**src/rtl/pipelined_rca_addsub_pkg.sv**
```systemverilog
`default_nettype none
// ============================================================================
//  Module  : pipelined_rca_addsub_pkg
//  Brief   : Shared helpers for the pipelined ripple-carry adder/subtractor.
//  Revision: 1.0  initial release
// ============================================================================
package pipelined_rca_addsub_pkg;

    // Two's-complement overflow: operands agree in sign but the result does not.
    function automatic logic signed_overflow(
        input logic a_msb,
        input logic b_msb,
        input logic sum_msb
    );
        return (a_msb == b_msb) && (sum_msb != a_msb);
    endfunction

endpackage
`default_nettype wire

```
**src/rtl/pipelined_rca_addsub_rca_chunk.sv**
```systemverilog
`default_nettype none
// ============================================================================
//  Module  : rca_chunk
//  Brief   : Combinational CHUNK-bit ripple-carry adder segment.
//  Revision: 1.0  initial release
// ============================================================================
module rca_chunk #(
    parameter int CHUNK = 2
) (
    input  logic [CHUNK-1:0] a,
    input  logic [CHUNK-1:0] b,
    input  logic             c_in,
    output logic [CHUNK-1:0] sum,
    output logic             c_out
);

    logic [CHUNK:0] carry;

    always_comb begin
        carry    = '0;
        sum      = '0;
        carry[0] = c_in;
        for (int i = 0; i < CHUNK; i++) begin
            sum[i]       = a[i] ^ b[i] ^ carry[i];
            carry[i+1]   = (a[i] & b[i]) | (carry[i] & (a[i] ^ b[i]));
        end
    end

    assign c_out = carry[CHUNK];

endmodule
`default_nettype wire

```
**src/rtl/pipelined_rca_addsub.sv**
```systemverilog
`default_nettype none
// ============================================================================
//  Module  : pipelined_rca_addsub
//  Brief   : WIDTH-bit add/sub split into STAGES registered ripple segments,
//            valid/ready on both sides, one beat per clock when not stalled.
//  Revision: 1.0  initial release
// ============================================================================
module pipelined_rca_addsub
    import pipelined_rca_addsub_pkg::*;
#(
    parameter int WIDTH  = 8,
    parameter int STAGES = 4
) (
    input  logic             clk,
    input  logic             rst,
    input  logic             in_valid,
    output logic             in_ready,
    input  logic [WIDTH-1:0] a,
    input  logic [WIDTH-1:0] b,
    input  logic             c_in,
    input  logic             sub,
    output logic             out_valid,
    input  logic             out_ready,
    output logic [WIDTH-1:0] sum,
    output logic             c_out,
    output logic             overflow
);

    localparam int CHUNK = WIDTH / STAGES;

    if (STAGES < 1 || (WIDTH % STAGES) != 0) begin : g_param_check
        $error("pipelined_rca_addsub: WIDTH must be a multiple of STAGES and STAGES >= 1");
    end

    logic             en;
    logic [WIDTH-1:0] b_eff;
    logic             cin_eff;

    // Per-stage inputs: the accumulator word carries finished result chunks
    // in its low bits and still-pending operand A bits above them.
    logic [WIDTH-1:0] stg_acc    [STAGES];
    logic [WIDTH-1:0] stg_b      [STAGES];
    logic             stg_cin    [STAGES];
    logic             stg_vld    [STAGES];
    logic [CHUNK-1:0] chunk_sum  [STAGES];
    logic             chunk_cout [STAGES];

    logic [WIDTH-1:0] acc_d   [STAGES];
    logic [WIDTH-1:0] acc_q   [STAGES];
    logic [WIDTH-1:0] b_d     [STAGES];
    logic [WIDTH-1:0] b_q     [STAGES];
    logic             carry_d [STAGES];
    logic             carry_q [STAGES];
    logic             valid_d [STAGES];
    logic             valid_q [STAGES];
    logic             overflow_d;
    logic             overflow_q;

    assign b_eff   = sub ? ~b : b;
    assign cin_eff = sub ^ c_in;
    assign en      = !valid_q[STAGES-1] || out_ready;

    for (genvar k = 0; k < STAGES; k++) begin : g_stage
        if (k == 0) begin : g_head
            assign stg_acc[k] = a;
            assign stg_b[k]   = b_eff;
            assign stg_cin[k] = cin_eff;
            assign stg_vld[k] = in_valid;
        end else begin : g_link
            assign stg_acc[k] = acc_q[k-1];
            assign stg_b[k]   = b_q[k-1];
            assign stg_cin[k] = carry_q[k-1];
            assign stg_vld[k] = valid_q[k-1];
        end

        rca_chunk #(
            .CHUNK (CHUNK)
        ) u_chunk (
            .a     (stg_acc[k][k*CHUNK +: CHUNK]),
            .b     (stg_b[k][k*CHUNK +: CHUNK]),
            .c_in  (stg_cin[k]),
            .sum   (chunk_sum[k]),
            .c_out (chunk_cout[k])
        );
    end

    always_comb begin
        for (int k = 0; k < STAGES; k++) begin
            acc_d[k]   = acc_q[k];
            b_d[k]     = b_q[k];
            carry_d[k] = carry_q[k];
            valid_d[k] = valid_q[k];
            if (en) begin
                acc_d[k]                  = stg_acc[k];
                acc_d[k][k*CHUNK +: CHUNK] = chunk_sum[k];
                b_d[k]                    = stg_b[k];
                carry_d[k]                = chunk_cout[k];
                valid_d[k]                = stg_vld[k];
            end
        end

        // The last stage still sees the original A/B MSBs, since its chunk holds them.
        overflow_d = overflow_q;
        if (en) begin
            overflow_d = signed_overflow(stg_acc[STAGES-1][WIDTH-1],
                                         stg_b[STAGES-1][WIDTH-1],
                                         chunk_sum[STAGES-1][CHUNK-1]);
        end
    end

    always_ff @(posedge clk or posedge rst) begin
        if (rst) begin
            for (int k = 0; k < STAGES; k++) begin
                acc_q[k]   <= '0;
                b_q[k]     <= '0;
                carry_q[k] <= 1'b0;
                valid_q[k] <= 1'b0;
            end
            overflow_q <= 1'b0;
        end else begin
            for (int k = 0; k < STAGES; k++) begin
                acc_q[k]   <= acc_d[k];
                b_q[k]     <= b_d[k];
                carry_q[k] <= carry_d[k];
                valid_q[k] <= valid_d[k];
            end
            overflow_q <= overflow_d;
        end
    end

    assign in_ready  = en;
    assign out_valid = valid_q[STAGES-1];
    assign sum       = acc_q[STAGES-1];
    assign c_out     = carry_q[STAGES-1];
    assign overflow  = overflow_q;

endmodule
`default_nettype wire
```
**config.mk**
```make
export PLATFORM = sky130hd
export DESIGN_NAME = pipelined_rca_addsub
export DESIGN_NICKNAME = d
export VERILOG_FILES = /design/src/rtl/pipelined_rca_addsub_pkg.sv /design/src/rtl/pipelined_rca_addsub_rca_chunk.sv /design/src/rtl/pipelined_rca_addsub.sv
export SDC_FILE = /design/constraint.sdc
export NUM_CORES = 1
export LEC_CHECK = 0
export CAP_MARGIN = 10
export CORE_MARGIN = 4
export CORE_UTILIZATION = 55
export CTS_CLUSTER_SIZE = 24
export DETAILED_ROUTE_END_ITERATION = 16
export GPL_TIMING_DRIVEN = 1
export PLACE_DENSITY = 0.84
export SLEW_MARGIN = 40
export SYNTH_ARGS = -nofsm -noshare
export SYNTH_HDL_FRONTEND = slang
export SYNTH_SLANG_ARGS = --single-unit
```
**constraint.sdc**
```tcl
create_clock -name clk -period 3.05 [get_ports clk]
set_clock_uncertainty 0.1 [all_clocks]
set_input_delay 0.61 -clock clk [delete_from_list [all_inputs] [get_ports clk]]
set_output_delay 0.61 -clock clk [all_outputs]
set_load 0.02 [all_outputs]
```
==> results of run 1 <==
## synthesized netlist by cell type (all sizes together)
library cell,n
buf,16
a21oi,8
o31ai,1
nor2b,1
mux2i,4
xnor2,4
ha,1
xor2,6
mux2,39
dfrtp,53
nor3b,8
inv,19
fa,8
nand3b,1
nand2b,1
## per-stage QoR
stage	cell area, sq um	total power, uW	hold WS, ps
after floorplan	2440	2030	330
after global routing	2830	2850	412
final	2830	2650	377
after CTS	2830	2690	382
after detailed placement	2740	2310	361
after global placement	2740	2230	345
## state kept, by name, summed over array words and instances (netlist names)
| register | count |
|---|---|
| sum | 8 |
| carry_q | 3 |
| stg_vld | 3 |
| acc_q | 24 |
| out_valid | 1 |
| c_out | 1 |
| b_q | 12 |
| overflow | 1 |
## routing by layer
layer / vias up / track usage / routed length (um)
met4: 0 / 0.0534 / 57
met5: - / 0 / 0
met3: 7 / 0.0401 / 172
met1: 640 / 0.203 / 1620
met2: 25 / 0.267 / 1990
li1: 606 / - / -
## where the power goes
group / total, uW / switching [uW] / internal (uW)
clock network: 383 / 221 / 162
registers: 1190 / 175 / 1020
logic: 1080 / 477 / 600
total: 2650 / 873 / 1780
## final timing paths
path,startpoint,to,depth (start not counted)
min,stg_vld[0],out_valid,1
min reg2reg,stg_vld[0],out_valid,1
min in group asynchronous,rst,b_q[28],3
max,out_ready,in_ready,4
max reg2reg,out_valid,stg_vld[0],4
max in group asynchronous,rst,b_q[26],3
## worst max-delay path, stage by stage
cell and delay, ps:
clkdlybuf4s50_1 490, nor2b_2 70, inv_4 50, clkdlybuf4s50_1 580
## cell type report
class | instances | area [sq um]
timing repair buffer | 38 | 380
multi-input combinational | 82 | 900
clock buffer | 6 | 72.6
fill | 280 | 1310
inverter | 19 | 73.8
clock inverter | 2 | 15.0
tap | 50 | 62.6
sequential | 53 | 1330
## logic make-up (layout without fill, tap and decap cells)
| kind of cell | after synthesis | in the layout | synth area share |
|---|---|---|---|
| AOI/OAI and AO/OA | 9 | 9 | 0.0195 |
| buffers and inverters | 35 | 65 | 0.0882 |
| DFF | 53 | 53 | 0.543 |
| xor gates and xnor gates | 10 | 10 | 0.0359 |
| adders and majority gates | 9 | 9 | 0.0707 |
| and+or+nand+nor | 11 | 11 | 0.0338 |
| muxes | 43 | 43 | 0.209 |
==> run summary, run 1 <==
Status = finished clean
VDD IR max = 0.408 mV
Reg2reg setup slack = 1150 ps
CP endpoint kind = output pin
CP required = 2340 ps
Clk Tree Root Cell = clkbuf_8
Fmax = 0.398 GHz
Post-synthesis sequential area ratio = 0.543
Core footprint = 0.00414 sq mm
Hold_buf cts = 0
Initial Util = 0.589
Boundary Pins = 34
Most common cell after layout, fill and taps aside = dfrtp_1
Lkg Pwr = 0.00126 uW
Final RePlAce weighted congestion = 0.756
Mapped Nets = 201
Reg clk slew, reported paths = 90 ps
Worst-Skew Late Latency = 300 ps
Worst Hold Class = flop to flop
H-tree depth = 2
First-pass GRT wire length = 6.54 mm
Crit-path max FO = 2
#FFs+latches synth = 53
Final WS setup = 536 ps
CTS tree = built
Non-Filler Instances = 250
DR pass1 iterations = 3
Total number of vias = 1278
Setup slack at placement = 335 ps
Worst rel slew slack = 0.580
Post-route ant nets = 0
Floorplan row count = 23
Slew @ Worst Pin = 631 ps
Crit share post-route = 0.824
Final setup viols = 0
DR WL/cell = 15.4 um
Final hold violation count = 0
YS warnings = 0
Wire length after detailed routing = 3.84 mm
CP Launch Type = input port
Initial antenna violation count = 0
Drt drc = 0
Post-CTS setup buffer count = 0
ANT cells = 0
DR vias/cell = 5.11
Overflow after GRT = 0
Die footprint = 0.00557 sq mm
Synthesized instance count = 170
Number of global-route vias before repair = 1349
Post-synth top area share = 0.543
Layout cell share with drive strength beyond 1 = 0.270
Power Density = 937 mW/mm^2
Syn avg cell area = 14.4 sq um
CTS buffer count = 5
I/O Buffers = 33
Fin nets = 230
1st-iter DRT viols = 91
Dpl cells = 242
Cell accounting for the most synthesized area = dfrtp_1
Worst Path Class, Setup = input port to output pin
Setup TNS Final = 0 ps
Min cycle time layout = 2510 ps
TritonCTS Sinks = 53
Gr usage total = 0.159
Max Cap Viol = 0
Die height = 74.6 um
Die Wd = 74.6 um
Fin util = 0.683
CP arrival = 1800 ps
Largest net degree at the start of global routing = 54
Synth Cell Area = 0.00244 sq mm
Detailed placement HPWL = 2.81 mm
Area Growth Syn to Fin = 15.9%
Clock Path Buffers = 2
Area contributors post-synth = dfrtp_1 (54%), mux2_2 (14%), fa_1 (6.6%)
Final Slew Violations = 0
CTS resizes = 0
Most frequent cells in the layout = dfrtp_1 (53), clkdlybuf4s50_1 (33), mux2_2 (31), inv_1 (17)
Synth unique cells = 20
RSZ-0062 raised after global routing = no
Note: power is estimated with default switching activity, not from simulation.
==> inputs of run 2 (changes only) <==
Settings changed: CORE_UTILIZATION 55 to 49, PLACE_DENSITY 0.84 to 0.8.
Clock period 3.05 ns to 2.3 ns, I/O delays scaled along.
==> run 2 against run 1 <==
  * Clock-buffer cell count did not move
  * Combinational power rose by 31%
  * Critical path depth did not move
  * First-iteration DRC count rose by 29%
  * Critical path type unchanged
  * Highest routed layer unchanged
==> run summary, run 2 (synthesis results as in run 1) <==
Post-route ant nets = 0 (unchanged)
GR met1 Demand/Resource = 0.190 (-0.0127)
Overflow after GRT = 0 (unchanged)
Cell breakdown of the critical path = clkdlybuf4s50_1 > nor2b_2 > inv_4 > clkdlybuf4s50_1
Post-CTS setup buffer count = 0 (unchanged)
Final RePlAce weighted congestion = 0.776 (+2.6%)
Die Wd = 78.6 um (+5.3%)
Final WS setup = 64.4 ps (-472 ps)
VDD IR max = 0.554 mV (+36%)
CP arrival = 1680 ps (-120 ps)
Boundary Pins = 34 (unchanged)
Largest register FFs = 24 (unchanged)
Final hold violation count = 0 (unchanged)
CP bufs+invs = 3 (unchanged)
Met3 usage = 0.0310 (-0.00909)
Number of global-route vias before repair = 1397 (+3.6%)
Setup TNS Final = 0 ps (unchanged)
Crit share post-route = 0.972
Max Cap Viol = 0 (unchanged)
Fmax = 0.447 GHz
DR WL/cell = 13.4 um (-13%)
Layout cell share with drive strength beyond 1 = 0.284 (+0.0136)
Largest net degree at the start of global routing = 54 (unchanged)
Initial Util = 0.510 (-0.0790)
Die height = 78.6 um (+5.3%)
CP endpoint kind = output pin
Area Growth Syn to Fin = 19.0%
Crit-path max FO = 2 (unchanged)
Power Density = 1250 mW/mm^2 (+34%)
DR vias/cell = 4.80 (-6.1%)
TritonCTS Sinks = 53 (unchanged)
CP top delay family = buffers and inverters
Status = finished clean
Gr usage total = 0.134 (-0.0245)
Most common cell after layout, fill and taps aside = dfrtp_1
Wire length after detailed routing = 3.60 mm (-6.3%)
DR pass1 iterations = 4 (+1)
Drt drc = 0 (unchanged)
Reg clk slew, reported paths = 90 ps (about the same)
Slowest CP cell = clkdlybuf4s50_1
Top reg by flops = acc_q
1st-iter DRT viols = 117 (+29%)
Reg-to-Reg Start = acc_q[14]
Worst rel slew slack = 0.817 (+0.238)
CTS tree = built
CP Launch Type = input port
Dpl cells = 260 (+7.4%)
Max stage delay on crit path = 590 ps (about the same)
Die footprint = 0.00617 sq mm (+11%)
Fin nets = 231 (+0.43%)
Worst Path Class, Setup = input port to output pin
Most frequent cells in the layout = dfrtp_1 (52), clkdlybuf4s50_1 (33), mux2_2 (31), inv_1 (17)
Detailed placement HPWL = 2.53 mm (-10%)
Floorplan row count = 25 (+8.7%)
Setup slack at placement = -218 ps (-554 ps)
Slew @ Worst Pin = 274 ps (-357 ps)
Fillers = 383 (+37%)
Lkg Pwr = 0.00129 uW (+2.3%)
Final Slew Violations = 0 (unchanged)
Core footprint = 0.00479 sq mm (+15%)
Clk Tree Root Cell = clkbuf_8
I/O Buffers = 33 (unchanged)
CP required = 1740 ps (-600 ps)
RSZ-0062 raised after global routing = no
Final setup viols = 0 (unchanged)
Min cycle time layout = 2240 ps
CP startpoint = out_ready
Critical Path Most Common Cell = clkdlybuf4s50_1
ANT cells = 0 (unchanged)
Initial antenna violation count = 0 (unchanged)
Hold Crit Start = stg_vld[0]
Clock Path Buffers = 2 (unchanged)
Grt peak-use layer = met2
Worst-Skew Late Latency = 300 ps (about the same)
Worst Hold Class = flop to flop
Non-Filler Instances = 268 (+7.2%)
GR Util met2 = 0.206 (-0.0610)
CTS buffer count = 5 (unchanged)
First-pass GRT wire length = 6.46 mm (-1.3%)
Pwr Total = 3640 uW (+37%)
H-tree depth = 2 (unchanged)
Total number of vias = 1286 (+0.63%)
Fin util = 0.607 (-0.0759)
==> run 2: changes by cell type in the layout (fill, tap and decap cells not counted) <==
cell and delta:
bufinv_16 +1, dfrtp_1 -1, clkbuf_1 -1, clkinvlp_4 -1
dfrtp_2 +1, clkbuf_8 +1, buf_12 +1
==> run 2: area by class of cell <==
type	count	area (sq um)	area share
repair buffers	39	400	0.138
clock buffers	6	82.6	0.0284
well taps	67	83.8	0.0289
flip-flops and latches	53	1330	0.457
clock inverters	2	37.5	0.0129
inverters	19	73.8	0.0254
multi-input cells	82	900	0.310
==> run 2: metal layers <==
metal  vias to the layer above  share of wire
li1                        602              -
met1                       652           0.49
met2                        28           0.47
met3                         4          0.036
met4                         0          0.011
met5                         -              0
==> run 2: power breakdown <==
part	switching, uW	internal (uW)	leakage [uW]	total (uW)
Clock	291	354	0.0000574	645
Combinational	613	804	0.000620	1420
Sequential	227	1350	0.000611	1580
Total	1130	2510	0.00129	3640
==> run 2: repair_timing <==
action                                  in CTS  in global routing
gates resized for setup                      0                  1
endpoints found under the setup margin       0                  1
hold buffers                                 0                  0
==> run 2: final timing paths <==
kind                              to  slack (ps)  cells past startpoint
max                         in_ready          60                      4
max reg2reg                 overflow         400                      5
min                        out_valid         370                      1
max in group asynchronous  out_valid        1430                      3
min in group asynchronous     sum[3]         420                      3
min reg2reg                out_valid         370                      1
==> run 2: per-stage QoR <==
| step | area (sq um) | hold WS, ps |
|---|---|---|
| 6_report | 2910 | 365 |
| 5_1_grt | 2910 | 404 |
| 4_1_cts | 2900 | 366 |
| 3_5_place_dp | 2780 | 345 |
| 3_3_place_gp | 2780 | 343 |
| 2_1_floorplan | 2440 | 330 |
==> inputs of run 3 (changes only) <==
Settings changed: ABC_CLOCK_PERIOD_IN_PS set to 2300.
==> results of run 3 <==
No change in the layout: final DEF, timing and power equal those of run 2.
